$ cat src/rtl/bft_leaf_endpoint.sv
// Host-side peer of a single-in/single-out BFT leaf: 32-bit user stream <-> 49-bit packets.
// Optional RX sequence checking is enabled by defining BFT_ENDPOINT_SEQ_CHECK_EN.
`timescale 1ns/1ps

module bft_leaf_endpoint #(
  parameter int         PACKET_BITS  = 49,
  parameter int         PAYLOAD_BITS = 32,
  parameter logic [3:0] DEST_LEAF    = 4'd2,
  parameter logic [3:0] DEST_PORT    = 4'd1,
  parameter int         INIT_CREDITS = 128,
  parameter int         RX_FIFO_AW   = 4
) (
  input  logic                    clk,
  input  logic                    reset,
  input  logic [PAYLOAD_BITS-1:0] din_endpoint_user,
  input  logic                    vld_user2endpoint,
  output logic                    ack_endpoint2user,
  output logic [PACKET_BITS-1:0]  dout_endpoint_bft,
  input  logic [PACKET_BITS-1:0]  din_bft_endpoint,
  output logic [PAYLOAD_BITS-1:0] dout_endpoint_user,
  output logic                    vld_endpoint2user,
  input  logic                    ack_user2endpoint,
  output logic [7:0]              credits,
  output logic                    seq_err
);

  // Handshakes on both user ports: a word moves in a cycle where valid and ack are
  // both high at the rising edge; valid never waits on ack, ack is free to depend on state.

  localparam int SEQ_BITS  = 7;
  localparam int TYPE_BIT  = PAYLOAD_BITS;
  localparam int SEQ_LSB   = PAYLOAD_BITS + 1;
  localparam int VALID_BIT = PACKET_BITS - 1;
  localparam int DEPTH     = 1 << RX_FIFO_AW;
  localparam logic [8:0] CREDIT_MAX = 9'(INIT_CREDITS);

  // Incoming packet decode
  logic                    in_valid;
  logic                    in_type;
  logic [SEQ_BITS-1:0]     in_seq;
  logic [PAYLOAD_BITS-1:0] in_payload;
  logic                    rx_data_pkt;
  logic                    fs_pkt;
  logic                    unused_fields;

  assign in_valid    = din_bft_endpoint[VALID_BIT];
  assign in_type     = din_bft_endpoint[TYPE_BIT];
  assign in_seq      = din_bft_endpoint[SEQ_LSB +: SEQ_BITS];
  assign in_payload  = din_bft_endpoint[PAYLOAD_BITS-1:0];
  assign rx_data_pkt = in_valid && !in_type;
  assign fs_pkt      = in_valid && in_type;

  // Leaf/port of returning packets are never inspected.
  assign unused_fields = ^din_bft_endpoint[VALID_BIT-1:SEQ_LSB];

  // ---------------- TX path ----------------
  logic                tx_fire;
  logic [SEQ_BITS-1:0] tx_seq;

  assign ack_endpoint2user = (credits != 8'd0) && !reset;
  assign tx_fire           = vld_user2endpoint && ack_endpoint2user;

  always_ff @(posedge clk or posedge reset) begin
    if (reset) begin
      dout_endpoint_bft <= '0;
      tx_seq            <= '0;
    end else if (tx_fire) begin
      dout_endpoint_bft <= {1'b1, DEST_LEAF, DEST_PORT, tx_seq, 1'b0, din_endpoint_user};
      tx_seq            <= tx_seq + 7'd1;
    end else begin
      dout_endpoint_bft <= '0;
    end
  end

  // ---------------- Credits ----------------
  logic [8:0] credit_sum;
  logic [7:0] credits_next;

  // A send only happens with credits >= 1, so the subtraction cannot underflow.
  always_comb begin
    credit_sum = {1'b0, credits} - {8'd0, tx_fire};
    if (fs_pkt) begin
      credit_sum = credit_sum + {1'b0, in_payload[7:0]};
    end
    credits_next = (credit_sum > CREDIT_MAX) ? CREDIT_MAX[7:0] : credit_sum[7:0];
  end

  always_ff @(posedge clk or posedge reset) begin
    if (reset) begin
      credits <= CREDIT_MAX[7:0];
    end else begin
      credits <= credits_next;
    end
  end

  // ---------------- RX FIFO ----------------
  logic [PAYLOAD_BITS-1:0] rx_mem [DEPTH];
  logic [RX_FIFO_AW:0]     wr_ptr;
  logic [RX_FIFO_AW:0]     rd_ptr;
  logic                    fifo_empty;
  logic                    fifo_full;
  logic                    fifo_pop;
  logic                    fifo_push;
  logic                    fifo_overflow;

  assign fifo_empty = (wr_ptr == rd_ptr);
  assign fifo_full  = (wr_ptr[RX_FIFO_AW] != rd_ptr[RX_FIFO_AW]) &&
                      (wr_ptr[RX_FIFO_AW-1:0] == rd_ptr[RX_FIFO_AW-1:0]);
  assign fifo_pop   = !fifo_empty && ack_user2endpoint;
  // A pop in the same cycle frees the slot a push into a full FIFO needs.
  assign fifo_push     = rx_data_pkt && (!fifo_full || fifo_pop);
  assign fifo_overflow = rx_data_pkt && fifo_full && !fifo_pop;

  always_ff @(posedge clk) begin
    if (fifo_push) begin
      rx_mem[wr_ptr[RX_FIFO_AW-1:0]] <= in_payload;
    end
  end

  always_ff @(posedge clk or posedge reset) begin
    if (reset) begin
      wr_ptr <= '0;
      rd_ptr <= '0;
    end else begin
      if (fifo_push) begin
        wr_ptr <= wr_ptr + 1'b1;
      end
      if (fifo_pop) begin
        rd_ptr <= rd_ptr + 1'b1;
      end
    end
  end

  assign vld_endpoint2user  = !fifo_empty;
  assign dout_endpoint_user = fifo_empty ? '0 : rx_mem[rd_ptr[RX_FIFO_AW-1:0]];

  // ---------------- Sequence check ----------------
  logic seq_mismatch;

`ifdef BFT_ENDPOINT_SEQ_CHECK_EN
  logic [SEQ_BITS-1:0] rx_exp_seq;

  assign seq_mismatch = rx_data_pkt && (in_seq != rx_exp_seq);

  // Resync to the received seq: on a match this equals the normal increment.
  always_ff @(posedge clk or posedge reset) begin
    if (reset) begin
      rx_exp_seq <= '0;
    end else if (rx_data_pkt) begin
      rx_exp_seq <= in_seq + 7'd1;
    end
  end
`else
  assign seq_mismatch = 1'b0;
`endif

  always_ff @(posedge clk or posedge reset) begin
    if (reset) begin
      seq_err <= 1'b0;
    end else if (fifo_overflow || seq_mismatch) begin
      seq_err <= 1'b1;
    end
  end

endmodule

$ cat config.mk
export PLATFORM = sky130hd
export DESIGN_NAME = bft_leaf_endpoint
export DESIGN_NICKNAME = d
export VERILOG_FILES = /design/src/rtl/bft_leaf_endpoint.sv
export SDC_FILE = /design/constraint.sdc
export NUM_CORES = 1
export LEC_CHECK = 0
export BUFFER_PORTS_ARGS = -buffer_cell sky130_fd_sc_hd__buf_4
export CORE_MARGIN = 8
export CORE_UTILIZATION = 50
export CTS_CLUSTER_DIAMETER = 40
export DETAILED_ROUTE_END_ITERATION = 10
export PLACE_DENSITY = 0.71
export SETUP_SLACK_MARGIN = 0.05
export SYNTH_ARGS = -nofsm -noshare
export SYNTH_HDL_FRONTEND = slang
export SYNTH_SLANG_ARGS = --single-unit
$ cat constraint.sdc
create_clock -name clk -period 3.7 [get_ports clk]
set_input_delay 0.74 -clock clk [delete_from_list [all_inputs] [get_ports clk]]
set_output_delay 0.74 -clock clk [all_outputs]
set_load 0.005 [all_outputs]
**After elaboration in Yosys (flattened, before gate mapping)**

Memory sizes are Yosys's and may differ from the RTL's.
Cells that the tools add are included.

- $add $sub $neg: 5
- Multipliers: 0
- Div/mod/pow operators: 0
- Order comparisons: 1
- Equal/unequal tests: 3
- Shift operators: 0
- Mux-type cells: 6
- Bitwise gates (word level): 0
- Reduce and logical (&&, ||, !) cells: 16

Operators with widths:

| operator | count |
|---|---|
| $mux W49 | 1 |
| $mux W32 | 1 |
| $add A5 B1 Y5 const B | 2 |
| $add A9 B8 Y9 | 1 |
| $gt A9 B8 Y1 const B | 1 |
| $logic_and A1 B1 Y1 | 9 |
| $mux W9 | 1 |
| $sub A8 B1 Y9 | 1 |
| $mux W8 | 1 |
| $reduce_bool A8 Y1 | 1 |
| $add A7 B1 Y7 const B | 1 |
| $eq A5 B5 Y1 | 1 |
| $logic_not A1 Y1 | 5 |
| $eq A4 B4 Y1 | 1 |
| $mux W1 | 2 |
| $logic_or A1 B1 Y1 | 1 |
| $ne A1 B1 Y1 | 1 |

- Flip-flop bits (word level): 75
- Bits in latches: 0
- Memory bits (writable): 512
- Bits in read-only memories: 0
- Bits of input ports: 85
- Memories: 1

Memory list:

| name | depth | bits a word | read ports | clocked after memory_dff | write ports | line | source |
|---|---|---|---|---|---|---|---|
| rx_mem | 16 | 32 | 1 | 0 | 1 | 97 | `logic [PAYLOAD_BITS-1:0] rx_mem [DEPTH];` |

**Longest topological paths before layout**

- Depth after elaboration: 8
- Gate-level depth with buffers: 16

**Least setup slack after synthesis**

OpenSTA, ideal clock, no wires.

- Path type: reg2reg
- From: reg rd_ptr[0]
- To: mem rx_mem[3][0], enable pin
- Setup time: 0.461 ns
- Arrival: 3.601 ns
- Required time: 3.239 ns
- Slack: -0.362 ns
- Cell stages (with the launch flop): 9
- Path buffers: 3
- Path through: dfrtp_1 -> clkbuf_1 -> clkbuf_1 -> xnor2_1 -> nand4_1 -> o311a_1 -> buf_2 -> nand2_1 -> nor3_1

- Longest elaborated chain between the ends: 7
- Elaborated cells between the ends (all ways): 10

RTL lines:

| item | line | source |
|---|---|---|
| start, declared | 99 | `logic [RX_FIFO_AW:0] rd_ptr;` |
| start signal, assigned | 129 | `rd_ptr <= rd_ptr + 1'b1;` |
| $eq A5 B5 Y1 or $eq A4 B4 Y1 (tied branches) | 106, 108 |  |
| $logic_not A1 Y1 or $logic_and A1 B1 Y1 (tied branches) | 109, 107 |  |
| $logic_and A1 B1 Y1 or $logic_not A1 Y1 (tied branches) | 109, 111 |  |
| $logic_or A1 B1 Y1 * | 111 | `assign fifo_push = rx_data_pkt && (!fifo_full \|\| fifo_pop);` |
| $logic_and A1 B1 Y1 * | 111 |  |
| $mux W1 * | 115 | `if (fifo_push) begin` |
| $mux W1 (not written as such) * | 116 | `rx_mem[wr_ptr[RX_FIFO_AW-1:0]] <= in_payload;` |
| end, declared | 97 |  |

Every way passes the cells marked *; elsewhere a longest branch is shown, timed or not.

**Final worst setup path**

- From: reg rd_ptr[0]
- To: out dout_endpoint_user[6]

- Longest elaborated chain between the ends: 2
- Elaborated cells between the ends (all ways): 3

RTL lines:

| item | line | source |
|---|---|---|
| $mem_v2 Z16 W32 or $eq A5 B5 Y1 (tied branches) | n/a |  |
| $mux W32 * | 135 | `assign dout_endpoint_user = fifo_empty ? '0 : rx_mem[rd_ptr[RX_FIFO_AW-1:0]];` |
| end, declared | 20 | `output logic [PAYLOAD_BITS-1:0] dout_endpoint_user,` |

Marks and branches as above.

==> results.rst <==
.. list-table::
   :header-rows: 1

   * - Metric
     - Value
   * - Switching share of power
     - 28.7%
   * - Final worst clock skew
     - 0.0161 ns
   * - Post-layout power
     - 0.0210 W
   * - Layout-stage area growth over the synthesis result
     - 21.3%
   * - Critical path arrival
     - 2.83 ns
   * - FILL cells
     - 3082
   * - DR vias
     - 11200
   * - Yosys warnings
     - 0
   * - Share of post-route cells with drive strength above 1
     - 39.4%
   * - Top FF cell, synth
     - sky130_fd_sc_hd__edfxtp_1
   * - Post-Route Utilization
     - 61.0%
   * - Largest vdd supply drop
     - 0.000518 V
   * - Die Y-Extent
     - 229 µm
   * - Power share of the combinational group
     - 30.9%
   * - Leading post-synthesis cells by cell area
     - sky130_fd_sc_hd__edfxtp_1 (68%), sky130_fd_sc_hd__mux4_2 (16%), sky130_fd_sc_hd__dfrtp_1 (7.2%)
   * - Final critical path time including I/O delays and setup
     - 3.57 ns
   * - Placed wire-length estimate after detailed placement
     - 27.4 mm
   * - Type of the worst min-delay path
     - in2async
   * - Initial drt markers
     - 944
   * - Worst Path Class, Setup
     - reg2out
   * - Antenna fix cells
     - 0
   * - Largest net degree at the start of global routing
     - 131
   * - Clock latency reported for the late side of the worst-skew pair
     - 0.59 ns
   * - Cell taking the most area after synthesis
     - sky130_fd_sc_hd__edfxtp_1
   * - Synthesis-stage register bit count
     - 578
   * - Total Wirelength
     - 50.1 mm
   * - Actual transition at the worst max-transition pin
     - 1.08 ns
   * - Final count of negative-setup-slack endpoints
     - 0
   * - TritonCTS clock tree
     - done
   * - Remaining antenna violation count
     - 0
   * - Post-route clock period utilization
     - 96.4%
   * - Total grt overflow
     - 0
   * - Non-Filler Cell Area, Final
     - 27400 µm²
   * - Worst hold slack
     - 0.299 ns
   * - Share of async-settable or async-resettable flops after synthesis
     - 11.4%
   * - Non-filler instance count after layout
     - 1940
   * - Maximum level of the CTS H-tree
     - 3
   * - Startpoint kind of the worst setup timing path
     - flop
   * - Mean instance size in the synthesized netlist
     - 21.4 µm²
   * - Fraction of post-synthesis cell area in the top cell type by area
     - 68.0%
   * - Number of cells after detailed placement
     - 1799
   * - Max-cap violation count
     - 0
   * - CTS Root Cell
     - sky130_fd_sc_hd__clkbuf_16
   * - First-pass GRT wire length
     - 74.6 mm
   * - Routed vias/inst
     - 5.76
   * - Number of sinks handled by clock tree synthesis
     - 578
   * - DRC errors left
     - 0
   * - Highest achievable clock rate
     - 280 MHz
   * - Initial standard-cell utilization of the core
     - 50.3%
   * - Relative max-transition margin
     - 27.6%
   * - Count leader, synth
     - sky130_fd_sc_hd__edfxtp_1
   * - Number of detailed-routing iterations run before antenna repair
     - 6
   * - DIE AREA
     - 52300 µm²
   * - Buffers added on ports
     - 154
   * - Final routed wire length divided by cell count
     - 25.8 µm
   * - Number of cells produced by synthesis
     - 1055
   * - Overall die width
     - 229 µm
   * - RSZ-0062 raised after global routing
     - yes
   * - Routability-driven placement congestion ratio
     - 0.825
   * - Clock-pin slew reported for the worst setup and hold paths after clock tree synthesis
     - 0.06 ns
   * - Final hold viol count
     - 0
   * - CTS buffer count
     - 73
   * - Type of destination of the critical path
     - output port
   * - Maximum buffer depth of the clock tree
     - 3
   * - CP max FO
     - 27
   * - Core area
     - 45000 µm²
   * - List of most frequent post-synthesis cells
     - sky130_fd_sc_hd__edfxtp_1 (512), sky130_fd_sc_hd__mux4_2 (160), sky130_fd_sc_hd__dfrtp_1 (65)
   * - Post-DP Area
     - 24900 µm²
   * - Number of antenna violations at the first check in global routing
     - 0
   * - Sequential share of power
     - 37.2%
   * - Combined area of all synthesized cells
     - 22600 µm²
   * - Unique cell type count in the Yosys netlist
     - 49
   * - Clock group share of total power
     - 31.9%
   * - Ports
     - 177
   * - Final layout net count
     - 1383
   * - Power per unit of standard cell area
     - 766 nW/µm²
   * - Cell-internal power
     - 0.0150 W
   * - Number of core rows
     - 78
   * - Part of the Yosys area used for sequential elements
     - 75.3%
   * - Post-synth EDFFs
     - 512
   * - P_leak
     - 9.63 nW
   * - Switching Power
     - 0.00604 W
   * - Final Max Slew Viols
     - 0
   * - Critical path required time
     - 2.96 ns
   * - Number of global-route vias before repair
     - 11900
   * - Total track usage
     - 18.9%
   * - Run status
     - finished clean
==> area by class of cell <==
class	instances	area (µm²)	share of cell area [%]
repair buffers	212	1790	6.54
inverters	9	33.8	0.123
multi-input cells	407	5490	20.0
clock inverters	49	452	1.65
flip-flops and latches	578	17000	62.1
clock buffers	85	1880	6.86
well taps	600	751	2.74
==> stage by stage <==
step / setup slack (ns) / TNS [ns]
6_report: 0.133 / 0
5_1_grt: 0.00453 / 0
3_5_place_dp: -0.00931 / -0.00931
4_1_cts: 0.0507 / 0
3_3_place_gp: 0.147 / 0
2_1_floorplan: 0.0672 / 0
==> registers in the layout, summed over array words and instances, names as in the netlist <==
name,cells
credits,8
dout_endpoint_bft,40
rd_ptr,5
rx_mem,512
seq_err,1
tx_seq,7
wr_ptr,5
==> cells by family after synthesis <==
| logic type | after synthesis | synth area share (%) |
|---|---|---|
| compound gates | 30 | 0.941 |
| xor+xnor | 28 | 1.08 |
| fa+ha+maj | 17 | 0.974 |
| buf+inv | 76 | 1.47 |
| flops | 578 | 75.3 |
| mux | 165 | 16.2 |
| other cells | 1 | 0.0166 |
| simple gates | 160 | 4.06 |
==> final timing paths <==
| path | start | endpoint | slack, ns | depth (start not counted) |
|---|---|---|---|---|
| min in group clk | din_endpoint_user[3] | dout_endpoint_bft[3]$_DFF_PP0_ | 0.40 | 2 |
| max in group asynchronous | reset | dout_endpoint_bft[29]$_DFF_PP0_ | 2.49 | 3 |
| worst min register to register | tx_seq[6]$_DFFE_PP0N_ | tx_seq[6]$_DFFE_PP0N_ | 0.47 | 1 |
| worst min-delay path | reset | credits[2]$_DFF_PP0_ | 0.30 | 2 |
| worst max register to register | credits[4]$_DFF_PP0_ | credits[3]$_DFF_PP0_ | 0.16 | 14 |
| worst max-delay path | rd_ptr[0]$_DFFE_PP0P_ | dout_endpoint_user[6] | 0.13 | 6 |
==> per-layer routing <==
metal  track usage (%)  share of wire [%]
met1              24.7                 40
met2              31.6                 51
met3              4.55                7.2
met4              5.33                1.6
met5                 0                  0
==> power by group through the flow <==
| stage | logic (W) | clock network [W] | registers [W] |
|---|---|---|---|
| finish | 0.00651 | 0.00670 | 0.00781 |
| CTS | 0.00653 | 0.00681 | 0.00780 |
| global placement | 0.00627 | 0 | 0.00791 |
| detailed placement | 0.00631 | 0 | 0.00793 |
| floorplan | 0.00401 | 0 | 0.00786 |
| global route | 0.00701 | 0.00708 | 0.00785 |
==> placed cells by master (no fill, tap or decap), types with 4 or more instances in the layout <==
master	n
sky130_fd_sc_hd__inv_6	11
sky130_fd_sc_hd__mux4_2	160
sky130_fd_sc_hd__a21oi_1	8
sky130_fd_sc_hd__nor2b_1	33
sky130_fd_sc_hd__conb_1	7
sky130_fd_sc_hd__and3_1	41
sky130_fd_sc_hd__ha_1	16
sky130_fd_sc_hd__nor3b_1	4
sky130_fd_sc_hd__clkinvlp_4	7
sky130_fd_sc_hd__nor2_4	12
sky130_fd_sc_hd__nand3_1	7
sky130_fd_sc_hd__o211ai_1	4
sky130_fd_sc_hd__xnor2_1	19
sky130_fd_sc_hd__edfxtp_1	512
sky130_fd_sc_hd__clkbuf_1	11
sky130_fd_sc_hd__nand2b_1	4
sky130_fd_sc_hd__inv_1	8
sky130_fd_sc_hd__buf_12	6
sky130_fd_sc_hd__xor2_1	9
sky130_fd_sc_hd__clkinv_4	7
sky130_fd_sc_hd__clkinv_1	6
sky130_fd_sc_hd__nor3_4	5
sky130_fd_sc_hd__buf_4	199
sky130_fd_sc_hd__clkbuf_16	74
sky130_fd_sc_hd__buf_16	4
sky130_fd_sc_hd__nand2_1	15
sky130_fd_sc_hd__nor2_1	10
sky130_fd_sc_hd__inv_8	5
sky130_fd_sc_hd__dfrtp_1	60
sky130_fd_sc_hd__clkinv_2	8
sky130_fd_sc_hd__nand4_1	9
==> repair_timing <==
item / CTS / global route
hold endpoints to repair: 0 / 0
setup buffers: 3 / 1
pin swaps: 0 / 4
hold buffers: 0 / 0
cloned: 2 / 1
setup endpoints to repair: 19 / 25
resized for setup: 4 / 11
==> critical path, stage by stage, from the launching register on <==
cell,delay (ns)
sky130_fd_sc_hd__dfrtp_4,0.48
sky130_fd_sc_hd__buf_4,0.15
sky130_fd_sc_hd__buf_12,0.23
sky130_fd_sc_hd__mux4_2,0.54
sky130_fd_sc_hd__mux4_2,0.53
sky130_fd_sc_hd__nor2b_1,0.16
sky130_fd_sc_hd__buf_4,0.14
No activity file was read; power rests on OpenSTA's default activity.
